[src/rtl/frame_bank_arbiter_pkg.sv]
// Shared types for the triple-buffer frame bank scheduler: bank index,
// writer/host state encodings and the free-bank selection rule.
package fb_pkg;

    localparam int NUM_BANKS = 3;

    typedef logic [1:0] bank_t;

    typedef enum logic [1:0] {
        IDLE   = 2'd0,
        FILL   = 2'd1,
        COMMIT = 2'd2
    } wr_state_t;

    typedef enum logic [1:0] {
        H_IDLE = 2'd0,
        H_WAIT = 2'd1,
        H_HOLD = 2'd2
    } host_state_t;

    function automatic bank_t bank_inc(bank_t b);
        return (b == bank_t'(NUM_BANKS - 1)) ? bank_t'(0) : b + bank_t'(1);
    endfunction

    // Next bank for the writer: the following bank, or the one after it
    // when the following bank is the one the host is holding.
    function automatic bank_t next_free_bank(bank_t wr, logic held, bank_t rd);
        bank_t n1;
        n1 = bank_inc(wr);
        return (held && (n1 == rd)) ? bank_inc(n1) : n1;
    endfunction

endpackage

[src/rtl/frame_bank_arbiter_if.sv]
// Writer/host side of the frame bank arbiter: host read handshake plus the
// writer bank select and frame interrupt.
interface frame_bank_arbiter_if;
    import fb_pkg::*;

    logic  rd_req;
    logic  rd_done;
    bank_t rd_bank;
    logic  rd_ack;
    logic  rd_held;
    bank_t wr_bank;
    logic  wr_en;
    logic  frame_irq;

    // master: host and capture writer; slave: the arbiter
    modport master (
        output rd_req, rd_done,
        input  rd_bank, rd_ack, rd_held, wr_bank, wr_en, frame_irq
    );

    modport slave (
        input  rd_req, rd_done,
        output rd_bank, rd_ack, rd_held, wr_bank, wr_en, frame_irq
    );

endinterface

[src/rtl/frame_bank_arbiter_sync_edge.sv]
// Two-flop synchroniser for one asynchronous decoder sync input, with
// single-cycle rise/fall strobes on the synchronised level.
module sync_edge (
    input  logic clk_llc2,
    input  logic resetx,
    input  logic i_async,
    output logic o_level,
    output logic o_rise,
    output logic o_fall
);

    logic r_meta;
    logic r_sync;
    logic r_prev;

    // NOTE: sequential state uses non-blocking assignments so every flop
    // samples the pre-edge value of its neighbour and the chain really
    // is three stages long.
    always_ff @(posedge clk_llc2 or negedge resetx) begin
        if (!resetx) begin
            r_meta <= 1'b0;
            r_sync <= 1'b0;
            r_prev <= 1'b0;
        end else begin
            r_meta <= i_async;
            r_sync <= r_meta;
            r_prev <= r_sync;
        end
    end

    assign o_level = r_sync;
    assign o_rise  = r_sync & ~r_prev;
    assign o_fall  = ~r_sync & r_prev;

endmodule

[src/rtl/frame_bank_arbiter.sv]
// Triple-buffer bank scheduler between the SAA7111A sync inputs, the capture
// writer and the host read port. FRAME_STATS_EN enables frame/drop counters.
module frame_bank_arbiter
    import fb_pkg::*;
#(
    parameter int unsigned MIN_LINES = 100,
    parameter int unsigned IRQ_LEN   = 2,
    parameter int unsigned CNT_W     = 8
) (
    input  logic                 clk_llc2,
    input  logic                 resetx,
    input  logic                 vref,
    input  logic                 href,
    input  logic                 odd,
    frame_bank_arbiter_if.slave  bus,
    output logic [CNT_W-1:0]     frame_cnt,
    output logic [CNT_W-1:0]     drop_cnt
);

    localparam logic [7:0] MIN_LINES_C = 8'(MIN_LINES);
    localparam int         IRQ_W       = (IRQ_LEN < 2) ? 1 : $clog2(IRQ_LEN + 1);
    localparam logic [IRQ_W-1:0] IRQ_LOAD = IRQ_W'(IRQ_LEN);

    logic w_vref_s, w_vref_rise, w_vref_fall;
    logic w_odd_s, w_odd_rise, w_odd_fall;
    logic w_href_s, w_href_rise, w_href_fall;
    logic [4:0] w_unused_edges;

    sync_edge u_sync_vref (
        .clk_llc2 (clk_llc2), .resetx (resetx), .i_async (vref),
        .o_level  (w_vref_s), .o_rise (w_vref_rise), .o_fall (w_vref_fall)
    );

    sync_edge u_sync_odd (
        .clk_llc2 (clk_llc2), .resetx (resetx), .i_async (odd),
        .o_level  (w_odd_s), .o_rise (w_odd_rise), .o_fall (w_odd_fall)
    );

    sync_edge u_sync_href (
        .clk_llc2 (clk_llc2), .resetx (resetx), .i_async (href),
        .o_level  (w_href_s), .o_rise (w_href_rise), .o_fall (w_href_fall)
    );

    assign w_unused_edges = {w_vref_rise, w_vref_fall, w_odd_rise, w_odd_fall,
                             w_href_s ^ w_href_fall};

    // Odd-field window and its edges
    logic w_of, r_of_d, w_of_rise, w_of_fall;
    assign w_of      = w_odd_s & w_vref_s;
    assign w_of_rise = w_of & ~r_of_d;
    assign w_of_fall = ~w_of & r_of_d;

    always_ff @(posedge clk_llc2 or negedge resetx) begin
        if (!resetx) r_of_d <= 1'b0;
        else         r_of_d <= w_of;
    end

    wr_state_t   r_wr_state;
    host_state_t r_host_state;
    logic [7:0]  r_line_cnt;
    bank_t       r_wr_bank, r_rd_bank, r_latest;
    logic        r_wr_en, r_rd_ack, r_rd_held, r_latest_valid;
    logic [IRQ_W-1:0] r_irq_cnt;
    logic        w_commit, w_grant;

    assign w_commit = (r_wr_state == COMMIT);
    // A commit in the same cycle wins; the grant then picks up the new frame.
    assign w_grant  = (r_host_state == H_WAIT) && r_latest_valid && !w_commit;

    always_ff @(posedge clk_llc2 or negedge resetx) begin
        if (!resetx) begin
            r_wr_state <= IDLE;
            r_wr_en    <= 1'b0;
            r_line_cnt <= 8'd0;
            r_wr_bank  <= bank_t'(0);
        end else begin
            case (r_wr_state)
                IDLE: begin
                    if (w_of_rise) begin
                        r_wr_state <= FILL;
                        r_wr_en    <= 1'b1;
                        r_line_cnt <= 8'd0;
                    end
                end
                FILL: begin
                    if (w_of_fall) begin
                        r_wr_en    <= 1'b0;
                        r_wr_state <= (r_line_cnt >= MIN_LINES_C) ? COMMIT : IDLE;
                    end else if (w_href_rise && (r_line_cnt != 8'hFF)) begin
                        r_line_cnt <= r_line_cnt + 8'd1;
                    end
                end
                COMMIT: begin
                    // rd_held/rd_bank are registers, so a release in this
                    // same cycle is not yet visible here.
                    r_wr_bank  <= next_free_bank(r_wr_bank, r_rd_held, r_rd_bank);
                    r_wr_state <= IDLE;
                end
                default: r_wr_state <= IDLE;
            endcase
        end
    end

    always_ff @(posedge clk_llc2 or negedge resetx) begin
        if (!resetx) begin
            r_latest       <= bank_t'(0);
            r_latest_valid <= 1'b0;
        end else if (w_commit) begin
            r_latest       <= r_wr_bank;
            r_latest_valid <= 1'b1;
        end else if (w_grant) begin
            r_latest_valid <= 1'b0;
        end
    end

    always_ff @(posedge clk_llc2 or negedge resetx) begin
        if (!resetx) begin
            r_host_state <= H_IDLE;
            r_rd_bank    <= bank_t'(0);
            r_rd_ack     <= 1'b0;
            r_rd_held    <= 1'b0;
        end else begin
            r_rd_ack <= 1'b0;
            case (r_host_state)
                H_IDLE: if (bus.rd_req) r_host_state <= H_WAIT;
                H_WAIT: begin
                    if (w_grant) begin
                        r_rd_bank    <= r_latest;
                        r_rd_ack     <= 1'b1;
                        r_rd_held    <= 1'b1;
                        r_host_state <= H_HOLD;
                    end
                end
                H_HOLD: begin
                    if (bus.rd_done) begin
                        r_rd_held    <= 1'b0;
                        r_host_state <= H_IDLE;
                    end
                end
                default: r_host_state <= H_IDLE;
            endcase
        end
    end

    // Retriggerable interrupt stretch
    always_ff @(posedge clk_llc2 or negedge resetx) begin
        if (!resetx)                r_irq_cnt <= '0;
        else if (w_commit)          r_irq_cnt <= IRQ_LOAD;
        else if (r_irq_cnt != '0)   r_irq_cnt <= r_irq_cnt - 1'b1;
    end

`ifdef FRAME_STATS_EN
    logic [CNT_W-1:0] r_frame_cnt, r_drop_cnt;
    logic w_short_drop, w_supersede;

    assign w_short_drop = (r_wr_state == FILL) && w_of_fall && (r_line_cnt < MIN_LINES_C);
    assign w_supersede  = w_commit && r_latest_valid;

    always_ff @(posedge clk_llc2 or negedge resetx) begin
        if (!resetx) begin
            r_frame_cnt <= '0;
            r_drop_cnt  <= '0;
        end else begin
            if (w_commit)                   r_frame_cnt <= r_frame_cnt + 1'b1;
            if (w_short_drop || w_supersede) r_drop_cnt <= r_drop_cnt + 1'b1;
        end
    end

    assign frame_cnt = r_frame_cnt;
    assign drop_cnt  = r_drop_cnt;
`else
    assign frame_cnt = '0;
    assign drop_cnt  = '0;
`endif

    assign bus.wr_bank   = r_wr_bank;
    assign bus.wr_en     = r_wr_en;
    assign bus.rd_bank   = r_rd_bank;
    assign bus.rd_ack    = r_rd_ack;
    assign bus.rd_held   = r_rd_held;
    assign bus.frame_irq = (r_irq_cnt != '0);

    a_no_overwrite: assert property (@(posedge clk_llc2) disable iff (!resetx)
        r_rd_held |-> (r_wr_bank != r_rd_bank));

    a_latest_apart: assert property (@(posedge clk_llc2) disable iff (!resetx)
        r_latest_valid |-> (r_latest != r_wr_bank));

    a_bank_range: assert property (@(posedge clk_llc2) disable iff (!resetx)
        (r_wr_bank <= bank_t'(2)) && (r_rd_bank <= bank_t'(2)) && (r_latest <= bank_t'(2)));

endmodule

[src/flat_wrapper.sv]
// flat-port wrapper written by rule: the top's interface ports become plain ports
module frame_bank_arbiter_flat import fb_pkg::*;
#(
    parameter int unsigned MIN_LINES = 100,
    parameter int unsigned IRQ_LEN   = 2,
    parameter int unsigned CNT_W     = 8
)
  (clk_llc2, resetx, vref, href, odd, frame_cnt, drop_cnt, bus_rd_req, bus_rd_done, bus_rd_bank, bus_rd_ack, bus_rd_held, bus_wr_bank, bus_wr_en, bus_frame_irq);
  frame_bank_arbiter_if bus_i ();
  input  logic clk_llc2;
  input  logic resetx;
  input  logic vref;
  input  logic href;
  input  logic odd;
  output logic [CNT_W-1:0] frame_cnt;
  output logic [CNT_W-1:0] drop_cnt;
  input wire logic [$bits(bus_i.rd_req)-1:0] bus_rd_req;
  input wire logic [$bits(bus_i.rd_done)-1:0] bus_rd_done;
  output wire logic [$bits(bus_i.rd_bank)-1:0] bus_rd_bank;
  output wire logic [$bits(bus_i.rd_ack)-1:0] bus_rd_ack;
  output wire logic [$bits(bus_i.rd_held)-1:0] bus_rd_held;
  output wire logic [$bits(bus_i.wr_bank)-1:0] bus_wr_bank;
  output wire logic [$bits(bus_i.wr_en)-1:0] bus_wr_en;
  output wire logic [$bits(bus_i.frame_irq)-1:0] bus_frame_irq;
  assign bus_i.rd_req = bus_rd_req;
  assign bus_i.rd_done = bus_rd_done;
  assign bus_rd_bank = bus_i.rd_bank;
  assign bus_rd_ack = bus_i.rd_ack;
  assign bus_rd_held = bus_i.rd_held;
  assign bus_wr_bank = bus_i.wr_bank;
  assign bus_wr_en = bus_i.wr_en;
  assign bus_frame_irq = bus_i.frame_irq;
  frame_bank_arbiter #(.MIN_LINES(MIN_LINES), .IRQ_LEN(IRQ_LEN), .CNT_W(CNT_W)) u_core (.clk_llc2(clk_llc2), .resetx(resetx), .vref(vref), .href(href), .odd(odd), .bus(bus_i), .frame_cnt(frame_cnt), .drop_cnt(drop_cnt));
endmodule
[config.mk]
export PLATFORM = sky130hd
export DESIGN_NAME = frame_bank_arbiter_flat
export DESIGN_NICKNAME = d
export VERILOG_FILES = /design/src/rtl/frame_bank_arbiter_pkg.sv /design/src/rtl/frame_bank_arbiter_if.sv /design/src/rtl/frame_bank_arbiter_sync_edge.sv /design/src/rtl/frame_bank_arbiter.sv /design/src/flat_wrapper.sv
export SDC_FILE = /design/constraint.sdc
export NUM_CORES = 1
export LEC_CHECK = 0
export ABC_CLOCK_PERIOD_IN_PS = 1300
export BUFFER_PORTS_ARGS = -buffer_cell sky130_fd_sc_hd__buf_2
export CAP_MARGIN = 30
export CELL_PAD_IN_SITES_DETAIL_PLACEMENT = 0
export CELL_PAD_IN_SITES_GLOBAL_PLACEMENT = 2
export CORE_MARGIN = 3
export CORE_UTILIZATION = 30
export CTS_BUF_LIST = sky130_fd_sc_hd__clkbuf_16
export CTS_CLUSTER_DIAMETER = 30
export DETAILED_ROUTE_END_ITERATION = 10
export GPL_TIMING_DRIVEN = 0
export PLACE_DENSITY_LB_ADDON = 0.1
export REMOVE_ABC_BUFFERS = 1
export SYNTH_ARGS = -nofsm -noshare
export SYNTH_HDL_FRONTEND = slang
export SYNTH_SLANG_ARGS = --single-unit
[constraint.sdc]
create_clock -name clk_llc2 -period 1.3 [get_ports clk_llc2]
set_input_delay 0.195 -clock clk_llc2 [delete_from_list [all_inputs] [get_ports clk_llc2]]
set_output_delay 0.195 -clock clk_llc2 [all_outputs]
set_load 0.02 [all_outputs]
==> flow_metrics.env <==
export IMPL_viasPerCell=4.30
export IMPL_gp_congestion=0.678
export IMPL_grt_max_degree=33
export IMPL_grt_pass1_vias=995
export IMPL_grt_usage=0.106
export IMPL_cp_depth=5
export IMPL_synth_top_area_frac=0.537
export IMPL_fin_ws_ps=-112
export IMPL_cpMostUsedCell="o211ai_2"
export IMPL_fin_nets=179
export IMPL_hp_class="in2async"
export IMPL_p_leak_nw=0.945
export IMPL_finalMaxSlewViolations=0
export IMPL_timing_fmax_mhz=708
export IMPL_first_iter_violations=38
export IMPL_drv_cap=0
export IMPL_dieArea_um2=5850
export IMPL_netlist_area_um2=1490
export IMPL_max_slew_margin=0.520
export IMPL_ant_nets=0
export IMPL_finalClockSkew_ps=3.10
export IMPL_syn_avg_cell_area_um2=10.7
export IMPL_cp_buffers_inverters=0
export IMPL_rows=25
export IMPL_dieWidth_um=76.5
export IMPL_timing_final_crit_share=1.09
export IMPL_dp_cells=217
export IMPL_ys_types=37
export IMPL_timing_critical_path_arrival_ps=1610
export IMPL_root_buffer="clkbuf_16"
export IMPL_hold_viol_final=32
export IMPL_worst_pin_slew_ps=721
export IMPL_htree_levels=2
export IMPL_diodes=0
export IMPL_ys_seq_elements=32
export IMPL_holdWs_ps=-24.5
export IMPL_finalPower_mw=2.82
export IMPL_post_layout_nonfiller_instances=237
export IMPL_drtPass1Iterations=4
export IMPL_clkTransAtPathRegs_ps=60
export IMPL_period_needed_ps=1410
export IMPL_crit_path_cell_trace="ha_2, nand4_4, o211ai_2, or4_1, o211ai_2"
export IMPL_routed_wl_um=2770
export IMPL_p_per_area_nw_per_um2=1480
export IMPL_insertion_delay_ps=270
export IMPL_holdBufCountCts=0
export IMPL_syn_to_final_growth_pct=27.5
export IMPL_vias=1018
export IMPL_drc=0
export IMPL_routedWlPerCell_um=11.7
export IMPL_crit_path_start_kind="register"
export IMPL_cts_buffers=5
export IMPL_cpMaxStageDelayCell="or4_1"
export IMPL_die_h_um=76.5
export IMPL_worstSetupPathType="reg2reg"
export IMPL_finalSetupViolations=10
export IMPL_hpwl_um=1770
export IMPL_yosys_area_top_type="dfrtp_1"
export IMPL_fillerInstances=500
export IMPL_antenna_found_initial=0
export IMPL_overflow=0
export IMPL_cp_end_kind="register"
export IMPL_clockBufferDepth=2
export IMPL_status="complete, but fails checks"
export IMPL_io_buffers=14
export IMPL_critical_path_max_stage_delay_ps=430
export IMPL_path_max_fanout=4
export IMPL_violations="negative hold slack, negative setup slack"
export IMPL_cts_tree="yes"
export IMPL_core_area_um2=4750
export IMPL_netlist_instances=139
export IMPL_worstPathRequired_ps=1500
export IMPL_io_pins=31
export IMPL_grt_pass1_wl_um=4880
export IMPL_seq_area_frac_synth=0.537
export IMPL_ir_worst_vdd_mv=0.917
export IMPL_r2r_cells=5
export IMPL_yosys_warnings=0
export IMPL_initial_core_util=0.314
export IMPL_synthTopCellsByArea="dfrtp_1, buf_4, nand2_1"
export IMPL_critPathTopFamily="simple AND/OR/NAND/NOR gates"
export IMPL_rsz0062_at_grt="yes"
export IMPL_clock_sinks=32
export IMPL_drive_above_1_share=0.300
export IMPL_r2r_setup_slack_ps=-110
==> synthesized netlist by cell type (all sizes together) <==
cell type,count
inv,11
a21o,1
buf,16
nand2b,2
clkbuf,2
a41oi,2
nor3b,1
ha,3
o31ai,1
nand4b,1
or4,1
nand3b,1
nand2,15
a21bo,1
nand3,3
nor2,2
nor2b,2
a211oi,1
mux2,3
and4bb,1
dfrtp,32
nand4,1
o211ai,4
mux2i,2
or2b,1
or3,1
o211a,1
a21oi,4
and2,2
a31oi,6
xnor2,1
o21ai,10
a311oi,1
conb,1
and3,2
==> path summary, 6_finish.rpt <==
check | start | end
worst max-delay path | u_core.r_line_cnt[0] | u_core.r_line_cnt[6]
worst min-delay path | resetx | u_core.r_irq_cnt[1]
worst max register to register | u_core.r_line_cnt[0] | u_core.r_line_cnt[6]
worst min register to register | u_core.u_sync_href.r_meta | u_core.u_sync_href.o_level
max in group asynchronous | resetx | u_core.r_line_cnt[3]
min in group clk_llc2 | odd | u_core.u_sync_odd.r_meta
==> logic make-up (layout without fill, tap and decap cells) <==
family          after synthesis  after routing  synth area share
fa+ha+maj                     3              3            0.0252
compound gates               32             32             0.145
xor+xnor                      1              1           0.00587
simple gates                 36             36             0.135
mux                           5              5            0.0361
other cells                   1             16           0.00251
flops                        32             32             0.537
buf+inv                      29             45             0.113
==> placed cells by master, fill, tap and decap left out, types with 3 or more instances in the layout <==
| cell | count |
|---|---|
| a21oi_1 | 4 |
| a31oi_1 | 6 |
| buf_2 | 13 |
| buf_4 | 12 |
| clkbuf_16 | 5 |
| conb_1 | 16 |
| dfrtp_1 | 31 |
| inv_1 | 9 |
| nand2_1 | 14 |
| nand3_1 | 3 |
| o21ai_0 | 10 |
==> worst register-to-register path, cell delays in order (launching register included) <==
cell and delay [ps]:
dfrtp_1 380, ha_2 210, nand4_4 110, o211ai_2 130
or4_1 430, o211ai_2 80
==> report_power, final <==
part | leakage, nW | internal, mW | total [mW] | switching, mW
clock | 0.0798 | 0.899 | 1.33 | 0.431
sequential | 0.412 | 1.07 | 1.14 | 0.0712
combinational | 0.454 | 0.148 | 0.356 | 0.209
total | 0.945 | 2.11 | 2.82 | 0.710
==> area by class of cell <==
cell class,instances,area [µm²],area share
clock buffer,5,125,0.0658
tap,67,83.8,0.0441
timing repair buffer,26,166,0.0875
sequential,32,802,0.422
clock inverter,3,42.5,0.0224
multi-input combinational,93,641,0.337
inverter,11,41.3,0.0217
==> per-stage QoR <==
stage	utilization	worst slack [ps]	instance area (µm²)	setup TNS [ps]	hold WS, ps
finish	0.400	-112	1900	-326	-24.5
detailed placement	0.331	-386	1570	-2660	304
CTS	0.386	-112	1840	-827	14.1
global route	0.400	-197	1900	-1490	17.7
global placement	0.331	-354	1570	-2410	303
floorplan	-	-112	1420	-439	-101
==> repair_timing <==
action,CTS,global route
setup buffers,7,5
setup endpoints to repair,16,15
pin swaps,6,3
gates resized for setup,8,10
==> flip-flops by register name, indices dropped and copies added (netlist names), 2 cells and up <==
register / cells
u_core.r_wr_state: 2
u_core.bus.rd_bank: 2
u_core.bus.wr_bank: 2
u_core.r_line_cnt: 8
u_core.r_host_state: 2
u_core.r_irq_cnt: 2
u_core.r_latest: 2
==> metal layers <==
layer,track usage,wire [µm]
met4,0.0598,48
met5,0,0
met1,0.136,1340
met2,0.158,1260
met3,0.0331,118
Power figures use the tool's default switching activity.
